## config.mk

```make
export PLATFORM = sky130hd
export DESIGN_NAME = pid_controller_multi_flat
export DESIGN_NICKNAME = d
export VERILOG_FILES = /design/src/rtl/pid_multi_pkg.sv /design/src/rtl/pid_multi_if.sv /design/src/rtl/pid_multi_datapath.sv /design/src/rtl/pid_controller_multi.sv /design/src/flat_wrapper.sv
export SDC_FILE = /design/constraint.sdc
export NUM_CORES = 2
export LEC_CHECK = 0
export BUFFER_PORTS_ARGS = -buffer_cell sky130_fd_sc_hd__buf_2
export CORE_MARGIN = 4
export CORE_UTILIZATION = 55
export DETAILED_ROUTE_END_ITERATION = 10
export GPL_TIMING_DRIVEN = 0
export PLACE_DENSITY = 0.72
export SLEW_MARGIN = 20
export SYNTH_ARGS = -nofsm -noshare
export SYNTH_HDL_FRONTEND = slang
export SYNTH_SLANG_ARGS = --single-unit
```

## constraint.sdc

```tcl
create_clock -name clk_clk -period 17.8 [get_ports clk_clk]
set_input_delay 5.34 -clock clk_clk [delete_from_list [all_inputs] [get_ports clk_clk]]
set_output_delay 5.34 -clock clk_clk [all_outputs]
set_load 0.01 [all_outputs]
```

## src/rtl/pid_multi_pkg.sv

```systemverilog
// pid_multi_pkg: register offsets, FSM states and saturation helper shared by the multi-channel PID
package pid_multi_pkg;
  localparam logic [2:0] REG_SETPOINT = 3'd0;
  localparam logic [2:0] REG_KP       = 3'd1;
  localparam logic [2:0] REG_KI       = 3'd2;
  localparam logic [2:0] REG_KD       = 3'd3;
  localparam logic [2:0] REG_ILIM     = 3'd4;
  localparam logic [2:0] REG_OLIM     = 3'd5;
  localparam logic [2:0] REG_CTRL     = 3'd6;
  localparam logic [2:0] REG_RESULT   = 3'd7;

  typedef enum logic [2:0] {IDLE, LOAD, ERR, MUL_P, MUL_I, MUL_D, SUM, STORE} state_t;

  // Clamp to +/-lim, then to the int32 range (lim may exceed 2^31-1).
  function automatic logic signed [31:0] saturate(input logic signed [63:0] v, input logic [31:0] lim);
    logic signed [63:0] l, c;
    l = $signed({32'd0, lim});
    c = v > l ? l : v < -l ? -l : v;
    return c > 64'sh7FFF_FFFF ? 32'sh7FFF_FFFF :
           c < $signed(64'hFFFF_FFFF_8000_0000) ? $signed(32'h8000_0000) : $signed(c[31:0]);
  endfunction
endpackage

```

## src/rtl/pid_multi_if.sv

```systemverilog
// pid_multi_if: Avalon-MM slave bus (address, write, writedata, read, readdata; read latency 1)
interface pid_multi_if #(parameter int ADDR_WIDTH = 5);
  logic [ADDR_WIDTH-1:0] avs_address;
  logic                  avs_write;
  logic [31:0]           avs_writedata;
  logic                  avs_read;
  logic [31:0]           avs_readdata;
  modport master (output avs_address, avs_write, avs_writedata, avs_read, input avs_readdata);
  modport slave  (input avs_address, avs_write, avs_writedata, avs_read, output avs_readdata);
endinterface

```

## src/rtl/pid_multi_datapath.sv

```systemverilog
// pid_multi_datapath: one channel's ERR/MAC/SUM pass through a single shared multiplier
//   in: clk, rst_n, state, setpoint, position, kp/ki/kd, integral_limit, output_limit, integ_in, last_err_in
//   out: result, integ, err (valid at STORE)
module pid_multi_datapath
  import pid_multi_pkg::*;
#(
  parameter int DATA_WIDTH = 16,
  parameter int GAIN_WIDTH = 16,
  parameter int FRAC_BITS  = 8
)(
  input  logic                         clk,
  input  logic                         rst_n,
  input  state_t                       state,
  input  logic signed [DATA_WIDTH-1:0] setpoint,
  input  logic signed [DATA_WIDTH-1:0] position,
  input  logic signed [GAIN_WIDTH-1:0] kp,
  input  logic signed [GAIN_WIDTH-1:0] ki,
  input  logic signed [GAIN_WIDTH-1:0] kd,
  input  logic [31:0]                  integral_limit,
  input  logic [30:0]                  output_limit,
  input  logic signed [31:0]           integ_in,
  input  logic signed [DATA_WIDTH:0]   last_err_in,
  output logic signed [31:0]           result,
  output logic signed [31:0]           integ,
  output logic signed [DATA_WIDTH:0]   err
);
  logic signed [DATA_WIDTH-1:0]   pos_q;
  logic signed [DATA_WIDTH:0]     last_q, e;
  logic signed [DATA_WIDTH+1:0]   deriv;
  logic signed [63:0]             acc;
  logic signed [GAIN_WIDTH-1:0]   op_a;
  logic signed [32:0]             op_b;
  logic signed [GAIN_WIDTH+32:0]  prod;

  always_comb begin
    e    = (DATA_WIDTH+1)'(setpoint) - (DATA_WIDTH+1)'(pos_q);
    op_a = state == MUL_P ? kp : state == MUL_I ? ki : kd;
    op_b = state == MUL_P ? 33'(err) : state == MUL_I ? 33'(integ) : 33'(deriv);
    prod = (GAIN_WIDTH+33)'(op_a) * (GAIN_WIDTH+33)'(op_b);
  end

  always_ff @(posedge clk or negedge rst_n)
    if (!rst_n) begin
      pos_q  <= '0;
      last_q <= '0;
      err    <= '0;
      deriv  <= '0;
      integ  <= '0;
      acc    <= '0;
      result <= '0;
    end else
      case (state)
        LOAD: begin
          pos_q  <= position;
          integ  <= integ_in;
          last_q <= last_err_in;
        end
        ERR: begin
          err   <= e;
          integ <= saturate(64'(integ) + 64'(e), integral_limit);
          deriv <= (DATA_WIDTH+2)'(e) - (DATA_WIDTH+2)'(last_q);
        end
        MUL_P:        acc    <= 64'(prod);
        MUL_I, MUL_D: acc    <= acc + 64'(prod);
        SUM:          result <= saturate(acc >>> FRAC_BITS, {1'b0, output_limit});
        default: ;
      endcase
endmodule

```

## src/rtl/pid_controller_multi.sv

```systemverilog
// pid_controller_multi: NUM_CHANNELS PID loops time-multiplexed over one datapath, Avalon-MM configured
//   in: clk_clk, reset_reset_n (async, active low), avs (slave bus), update_tick, position (ch0 in LSBs)
//   out: result (saturated per-channel outputs, ch0 in LSBs), busy, sweep_done
module pid_controller_multi
  import pid_multi_pkg::*;
#(
  parameter int NUM_CHANNELS = 4,
  parameter int DATA_WIDTH   = 16,
  parameter int GAIN_WIDTH   = 16,
  parameter int FRAC_BITS    = 8,
  parameter int ADDR_WIDTH   = $clog2(NUM_CHANNELS) + 3
)(
  input  logic                               clk_clk,
  input  logic                               reset_reset_n,
  pid_multi_if.slave                         avs,
  input  logic                               update_tick,
  input  logic [NUM_CHANNELS*DATA_WIDTH-1:0] position,
  output logic [NUM_CHANNELS*32-1:0]         result,
  output logic                               busy,
  output logic                               sweep_done
);
  localparam int CW = NUM_CHANNELS > 1 ? $clog2(NUM_CHANNELS) : 1;

  typedef struct packed {
    logic signed [DATA_WIDTH-1:0] sp;
    logic signed [GAIN_WIDTH-1:0] kp;
    logic signed [GAIN_WIDTH-1:0] ki;
    logic signed [GAIN_WIDTH-1:0] kd;
    logic [31:0]                  ilim;
    logic [30:0]                  olim;
    logic                         en;
  } cfg_t;

  // cfg is the host-visible copy; act is frozen at sweep start so mid-sweep writes wait a sweep.
  cfg_t                       cfg [NUM_CHANNELS];
  cfg_t                       act [NUM_CHANNELS];
  cfg_t                       sel, rc;
  logic signed [31:0]         integ [NUM_CHANNELS];
  logic signed [31:0]         res [NUM_CHANNELS];
  logic signed [DATA_WIDTH:0] last_err [NUM_CHANNELS];
  state_t                     state, state_n;
  logic [CW-1:0]              ch, a_idx;
  logic                       pending, clr_cur, last, a_ok, wr_en, clr_wr;
  logic [ADDR_WIDTH-1:0]      addr;
  logic [2:0]                 a_reg;
  logic [31:0]                a_ch, rd;
  logic signed [31:0]         dp_result, dp_integ;
  logic signed [DATA_WIDTH:0] dp_err;

  assign addr   = avs.avs_address;
  assign a_reg  = addr[2:0];
  assign a_ch   = 32'(addr) >> 3;
  assign a_ok   = a_ch < NUM_CHANNELS;
  assign a_idx  = CW'(a_ch);
  assign wr_en  = avs.avs_write && a_ok;
  assign clr_wr = wr_en && a_reg == REG_CTRL && avs.avs_writedata[1];
  assign sel    = act[ch];
  assign last   = ch == CW'(NUM_CHANNELS - 1);
  assign busy   = state != IDLE;
  assign sweep_done = state == STORE && last;

  for (genvar i = 0; i < NUM_CHANNELS; i++) assign result[i*32 +: 32] = res[i];

  always_comb begin
    state_n = state == IDLE  ? (update_tick || pending ? LOAD : IDLE) :
              state == STORE ? (last ? IDLE : LOAD) : state_t'(state + 3'd1);
    rc = cfg[a_idx];
    rd = !a_ok                 ? '0 :
         a_reg == REG_SETPOINT ? 32'(rc.sp) :
         a_reg == REG_KP       ? 32'(rc.kp) :
         a_reg == REG_KI       ? 32'(rc.ki) :
         a_reg == REG_KD       ? 32'(rc.kd) :
         a_reg == REG_ILIM     ? rc.ilim :
         a_reg == REG_OLIM     ? {1'b0, rc.olim} :
         a_reg == REG_CTRL     ? {31'd0, rc.en} : res[a_idx];
  end

  pid_multi_datapath #(
    .DATA_WIDTH(DATA_WIDTH),
    .GAIN_WIDTH(GAIN_WIDTH),
    .FRAC_BITS (FRAC_BITS)
  ) u_dp (
    .clk           (clk_clk),
    .rst_n         (reset_reset_n),
    .state         (state),
    .setpoint      (sel.sp),
    .position      (position[int'(ch)*DATA_WIDTH +: DATA_WIDTH]),
    .kp            (sel.kp),
    .ki            (sel.ki),
    .kd            (sel.kd),
    .integral_limit(sel.ilim),
    .output_limit  (sel.olim),
    .integ_in      (integ[ch]),
    .last_err_in   (last_err[ch]),
    .result        (dp_result),
    .integ         (dp_integ),
    .err           (dp_err)
  );

  always_ff @(posedge clk_clk or negedge reset_reset_n)
    if (!reset_reset_n) begin
      state            <= IDLE;
      ch               <= '0;
      pending          <= 1'b0;
      clr_cur          <= 1'b0;
      avs.avs_readdata <= '0;
      for (int i = 0; i < NUM_CHANNELS; i++) begin
        cfg[i]      <= '0;
        act[i]      <= '0;
        integ[i]    <= '0;
        res[i]      <= '0;
        last_err[i] <= '0;
      end
    end else begin
      state   <= state_n;
      pending <= state == IDLE ? 1'b0 : pending || update_tick;
      ch      <= state != STORE ? ch : last ? '0 : ch + 1'b1;
      // A clear aimed at the channel in flight must also suppress that pass's integrator store.
      clr_cur <= clr_wr && a_idx == ch && busy ? 1'b1 : state == LOAD ? 1'b0 : clr_cur;
      if (avs.avs_read) avs.avs_readdata <= rd;
      if (state == IDLE && state_n == LOAD) act <= cfg;
      if (wr_en)
        case (a_reg)
          REG_SETPOINT: cfg[a_idx].sp   <= avs.avs_writedata[DATA_WIDTH-1:0];
          REG_KP:       cfg[a_idx].kp   <= avs.avs_writedata[GAIN_WIDTH-1:0];
          REG_KI:       cfg[a_idx].ki   <= avs.avs_writedata[GAIN_WIDTH-1:0];
          REG_KD:       cfg[a_idx].kd   <= avs.avs_writedata[GAIN_WIDTH-1:0];
          REG_ILIM:     cfg[a_idx].ilim <= avs.avs_writedata;
          REG_OLIM:     cfg[a_idx].olim <= avs.avs_writedata[30:0];
          REG_CTRL:     cfg[a_idx].en   <= avs.avs_writedata[0];
          default: ;
        endcase
      if (state == STORE) begin
        res[ch]      <= sel.en ? dp_result : '0;
        integ[ch]    <= sel.en && !clr_cur ? dp_integ : '0;
        last_err[ch] <= sel.en ? dp_err : '0;
      end
      if (clr_wr) integ[a_idx] <= '0;
    end
endmodule

```

## src/flat_wrapper.sv

```systemverilog
// flat-port wrapper written by rule: the top's interface ports become plain ports
module pid_controller_multi_flat import pid_multi_pkg::*;
#(
  parameter int NUM_CHANNELS = 4,
  parameter int DATA_WIDTH   = 16,
  parameter int GAIN_WIDTH   = 16,
  parameter int FRAC_BITS    = 8,
  parameter int ADDR_WIDTH   = $clog2(NUM_CHANNELS) + 3
)
  (clk_clk, reset_reset_n, update_tick, position, result, busy, sweep_done, avs_avs_address, avs_avs_write, avs_avs_writedata, avs_avs_read, avs_avs_readdata);
  pid_multi_if #(.ADDR_WIDTH(ADDR_WIDTH)) avs_i ();
  input  logic clk_clk;
  input  logic reset_reset_n;
  input  logic update_tick;
  input  logic [NUM_CHANNELS*DATA_WIDTH-1:0] position;
  output logic [NUM_CHANNELS*32-1:0] result;
  output logic busy;
  output logic sweep_done;
  input wire logic [$bits(avs_i.avs_address)-1:0] avs_avs_address;
  input wire logic [$bits(avs_i.avs_write)-1:0] avs_avs_write;
  input wire logic [$bits(avs_i.avs_writedata)-1:0] avs_avs_writedata;
  input wire logic [$bits(avs_i.avs_read)-1:0] avs_avs_read;
  output wire logic [$bits(avs_i.avs_readdata)-1:0] avs_avs_readdata;
  assign avs_i.avs_address = avs_avs_address;
  assign avs_i.avs_write = avs_avs_write;
  assign avs_i.avs_writedata = avs_avs_writedata;
  assign avs_i.avs_read = avs_avs_read;
  assign avs_avs_readdata = avs_i.avs_readdata;
  pid_controller_multi #(.NUM_CHANNELS(NUM_CHANNELS), .DATA_WIDTH(DATA_WIDTH), .GAIN_WIDTH(GAIN_WIDTH), .FRAC_BITS(FRAC_BITS), .ADDR_WIDTH(ADDR_WIDTH)) u_core (.clk_clk(clk_clk), .reset_reset_n(reset_reset_n), .avs(avs_i), .update_tick(update_tick), .position(position), .result(result), .busy(busy), .sweep_done(sweep_done));
endmodule
```

==> flow_summary_export.csv <==
group,metric,value,unit
run_status,status,"finished, final reports clean",
clocking,path_clk_slew,0.06,ns
cells_and_area,syn_to_final_growth,10.7,%
placed_design,dp_slack,1.45,ns
worst_setup_path,cp_max_fo,31,
clocking,cts_sinks,1583,
worst_setup_path,slowest_delay,0.91,ns
logic_synthesis,synth_top_area_share,38.8,%
sta,hold_violations,0,
logic_synthesis,syn_nets,10385,
worst_setup_path,r2r_start,"u_core.ch[1]",
job,cap_violations,0,
sta,fin_ws,0.693,ns
routing,vias,81307,
floorplan,dieArea,193000,µm²
sta,final-setup-viol-count,0,
worst_hold_path,hold_depth,2,
sta,drv_slew,0,
routing,avgViaCountPerCell,6.55,
clocking,clock-root-buffer,"clkbuf_16",
routing,drc_errors,0,
clocking,postCtsSetupBuffers,0,
global_route,grt_pass1_wl,556,mm
placed_design,gp_congestion,1.05,
cells_and_area,stdcell_count,12408,
worst_setup_path,critical_path_buf_inv_count,15,
worst_setup_path,critPathRequiredTime,18.53,ns
logic_synthesis,synth_ff_type,"dfrtp_1",
sta,maxSlewHeadroom,11.8,%
sta,max_freq,58.5,MHz
clocking,cts_resized,0,
routing,wl_per_cell,30.8,µm
global_route,grt_max_degree,141,
clocking,htree_levels,4,
logic_synthesis,synth.distinct_cells,83,
global_route,grt_overflow,0,
sta,finalSetupTns,0,ns
clocking,holdBufCountCts,0,
worst_hold_path,min_from,"u_core.last_err[57]",
placed_design,portBuffers,263,
logic_synthesis,yosys_warnings,0,
worst_setup_path,crit_path_end_kind,"register",
clocking,cts-buffers-inserted,164,
sta,fin_crit,17.11,ns
floorplan,row_count,157,
sta,worst_slew_pin_slew,1.32,ns
worst_setup_path,cp-start-kind,"register",
logic_synthesis,avgSynthCellArea,10.9,µm²
global_route,grt_pass1_vias,81326,
logic_synthesis,synth.largest_area_cell,"dfrtp_1",
worst_setup_path,r2r_cells,44,
logic_synthesis,synth_top_family_by_area,"multiplexers",
routing,first_iter_violations,9750,
sta,hold_ws,0.482,ns
sta,rsz0062_at_grt,"false",
floorplan,dieHeight,439,µm
worst_setup_path,critical_path.top_delay_family,"buffers and inverters",
placed_design,dp_cells,12092,
logic_synthesis,synth_fa_ha_area_share,15.2,%
logic_synthesis,synthXorXnorAreaFrac,1.75,%
cells_and_area,fin_nets,10840,
clocking,insertion_delay,0.85,ns
logic_synthesis,ys_seq_area_share,38.8,%
floorplan,core,184000,µm²
logic_synthesis,synthesis.area,102000,µm²
worst_setup_path,critical_path_class,"register to register",
sta,fin_crit_sh,96.1,%
placed_design,hpwl,293,mm
worst_setup_path,startpoint,"u_core.ch[1]",
worst_setup_path,slowest_stage,"a2111oi_1",
floorplan,die_x,439,µm
routing,routed_wl,382,mm
worst_setup_path,critPathMostFrequentCell,"buf_2",
routing,ant_nets,0,
logic_synthesis,synthArstFlopShare,100,%
cells_and_area,drive_gt1_share,20.9,%
clocking,clockBufferDepth,3,
logic_synthesis,synth_cells,9339,
logic_synthesis,synthMuxAreaShare,20.2,%
global_route,grt_antenna_before_repair,40,
logic_synthesis,synth_edf_count,0,
sta,fin_worst_skew,0.0644,ns
routing,drt-pass1-iter-count,9,
logic_synthesis,yosys-top-cells-area,"dfrtp_1 39%, mux2_2 11%, fa_1 9.7%",
clocking,cts_tree,"built",
logic_synthesis,ys_ff_latch,1583,
worst_setup_path,worstPathArrival,17.84,ns
worst_hold_path,hp-class,"register to register",
floorplan,ios,268,
logic_synthesis,synth_compound_area_share,9.66,%
global_route,grtUsageTotal,39.6,%
floorplan,initial_core_util,55.5,%
worst_setup_path,cp_num_cells,44,
logic_synthesis,synth-simple-area-share,9.54,%
-- kinds of logic after synthesis --
| family | after synthesis |
|---|---|
| mux | 1495 |
| compound gates | 1619 |
| xor+xnor | 202 |
| flops | 1583 |
| simple gates | 2212 |
| fa+ha+maj | 940 |
| buf+inv | 1288 |
-- through the flow --
step                cell area (µm²)  utilization (%)
CTS                          113000             61.4
detailed placement           107000             58.3
global placement             106000             57.9
floorplan                    102000                -
finish                       113000             61.4
global route                 113000             61.4
-- worst paths after layout --
| path | endpoint | slack (ns) |
|---|---|---|
| setup / recovery | u_core.u_dp.integ[23] | 0.69 |
| hold / removal | u_core.last_err[57] | 0.48 |
| setup reg to reg | u_core.u_dp.integ[23] | 0.69 |
| hold reg to reg | u_core.last_err[57] | 0.48 |
| max in group asynchronous | u_core.integ[20] | 10.13 |
| min in group asynchronous | u_core.cfg[305] | 4.48 |
-- cells in the final DEF (no fill, tap or decap), drive strengths merged, types with 66 or more instances in the layout --
cell,instances
a21o,130
a21oi,476
and2,66
buf,402
clkbuf,722
dfrtp,1583
fa,495
ha,445
inv,690
mux2,1028
mux2i,115
mux4,352
nand2,1163
nand3,196
nor2,379
nor3,94
o21a,77
o21ai,519
xnor2,145
-- routing by layer --
metal  GRT usage, %  vias to the layer above  share of wire, %
met1           50.5                    41480                37
met4           25.2                       14               8.1
met5              0                        -             0.033
met2           58.5                     4967                43
met3           12.7                     1228                12
li1               -                    33618                 -
-- synthesized netlist by cell type (34+ instances only) --
master / instances
nor4_1: 54
o22ai_1: 46
inv_1: 684
a21oi_1: 476
buf_2: 48
clkbuf_1: 488
o21a_1: 77
fa_1: 495
nor2_1: 378
a21o_1: 130
mux4_2: 352
a221o_1: 34
xor2_1: 56
buf_1: 57
dfrtp_1: 1583
a31oi_1: 48
xnor2_1: 145
nand3_1: 195
o21ai_0: 514
nand4_1: 63
and3_1: 45
nand2_1: 1163
nor3_1: 91
o211ai_1: 35
and2_1: 65
mux2_2: 1028
mux2i_1: 115
o21bai_1: 39
nand2b_1: 45
ha_1: 445
-- flip-flops by register name (all words and copies together) (netlist names) --
register / cells
u_core.act: 512
u_core.cfg: 512
u_core.integ: 128
u_core.result: 128
u_core.last_err: 68
u_core.u_dp.acc: 64
u_core.avs.avs_readdata: 32
u_core.u_dp.integ: 32
u_core.u_dp.result: 32
u_core.u_dp.deriv: 18
u_core.u_dp.err: 17
u_core.u_dp.last_q: 17
u_core.u_dp.pos_q: 16
u_core.state: 3
u_core.ch: 2
u_core.clr_cur: 1
u_core.pending: 1
-- final cells by class --
type                    count  area, µm²
well taps                2464       3080
flip-flops and latches   1583      39600
clock buffers             232       4680
clock inverters            64        980
multi-input cells        6468      57700
inverters                 685       2570
fillers                 14843      70900
plain buffers             603       2430
diodes                     20       50.0
repair buffers            289       1900
-- worst reg2reg max path: cells and delay by family, from the launching register on --
family	cells	cell delay (ns)
buffers and inverters	15	7.82
AOI/OAI and AO/OA	20	5.98
and+or+nand+nor	4	1.18
adders and majority gates	3	0.92
muxes	2	0.72
DFF	1	0.46
Power is not shown: default switching activity piles up to over one toggle a cycle in this logic, so the estimate is an artifact.
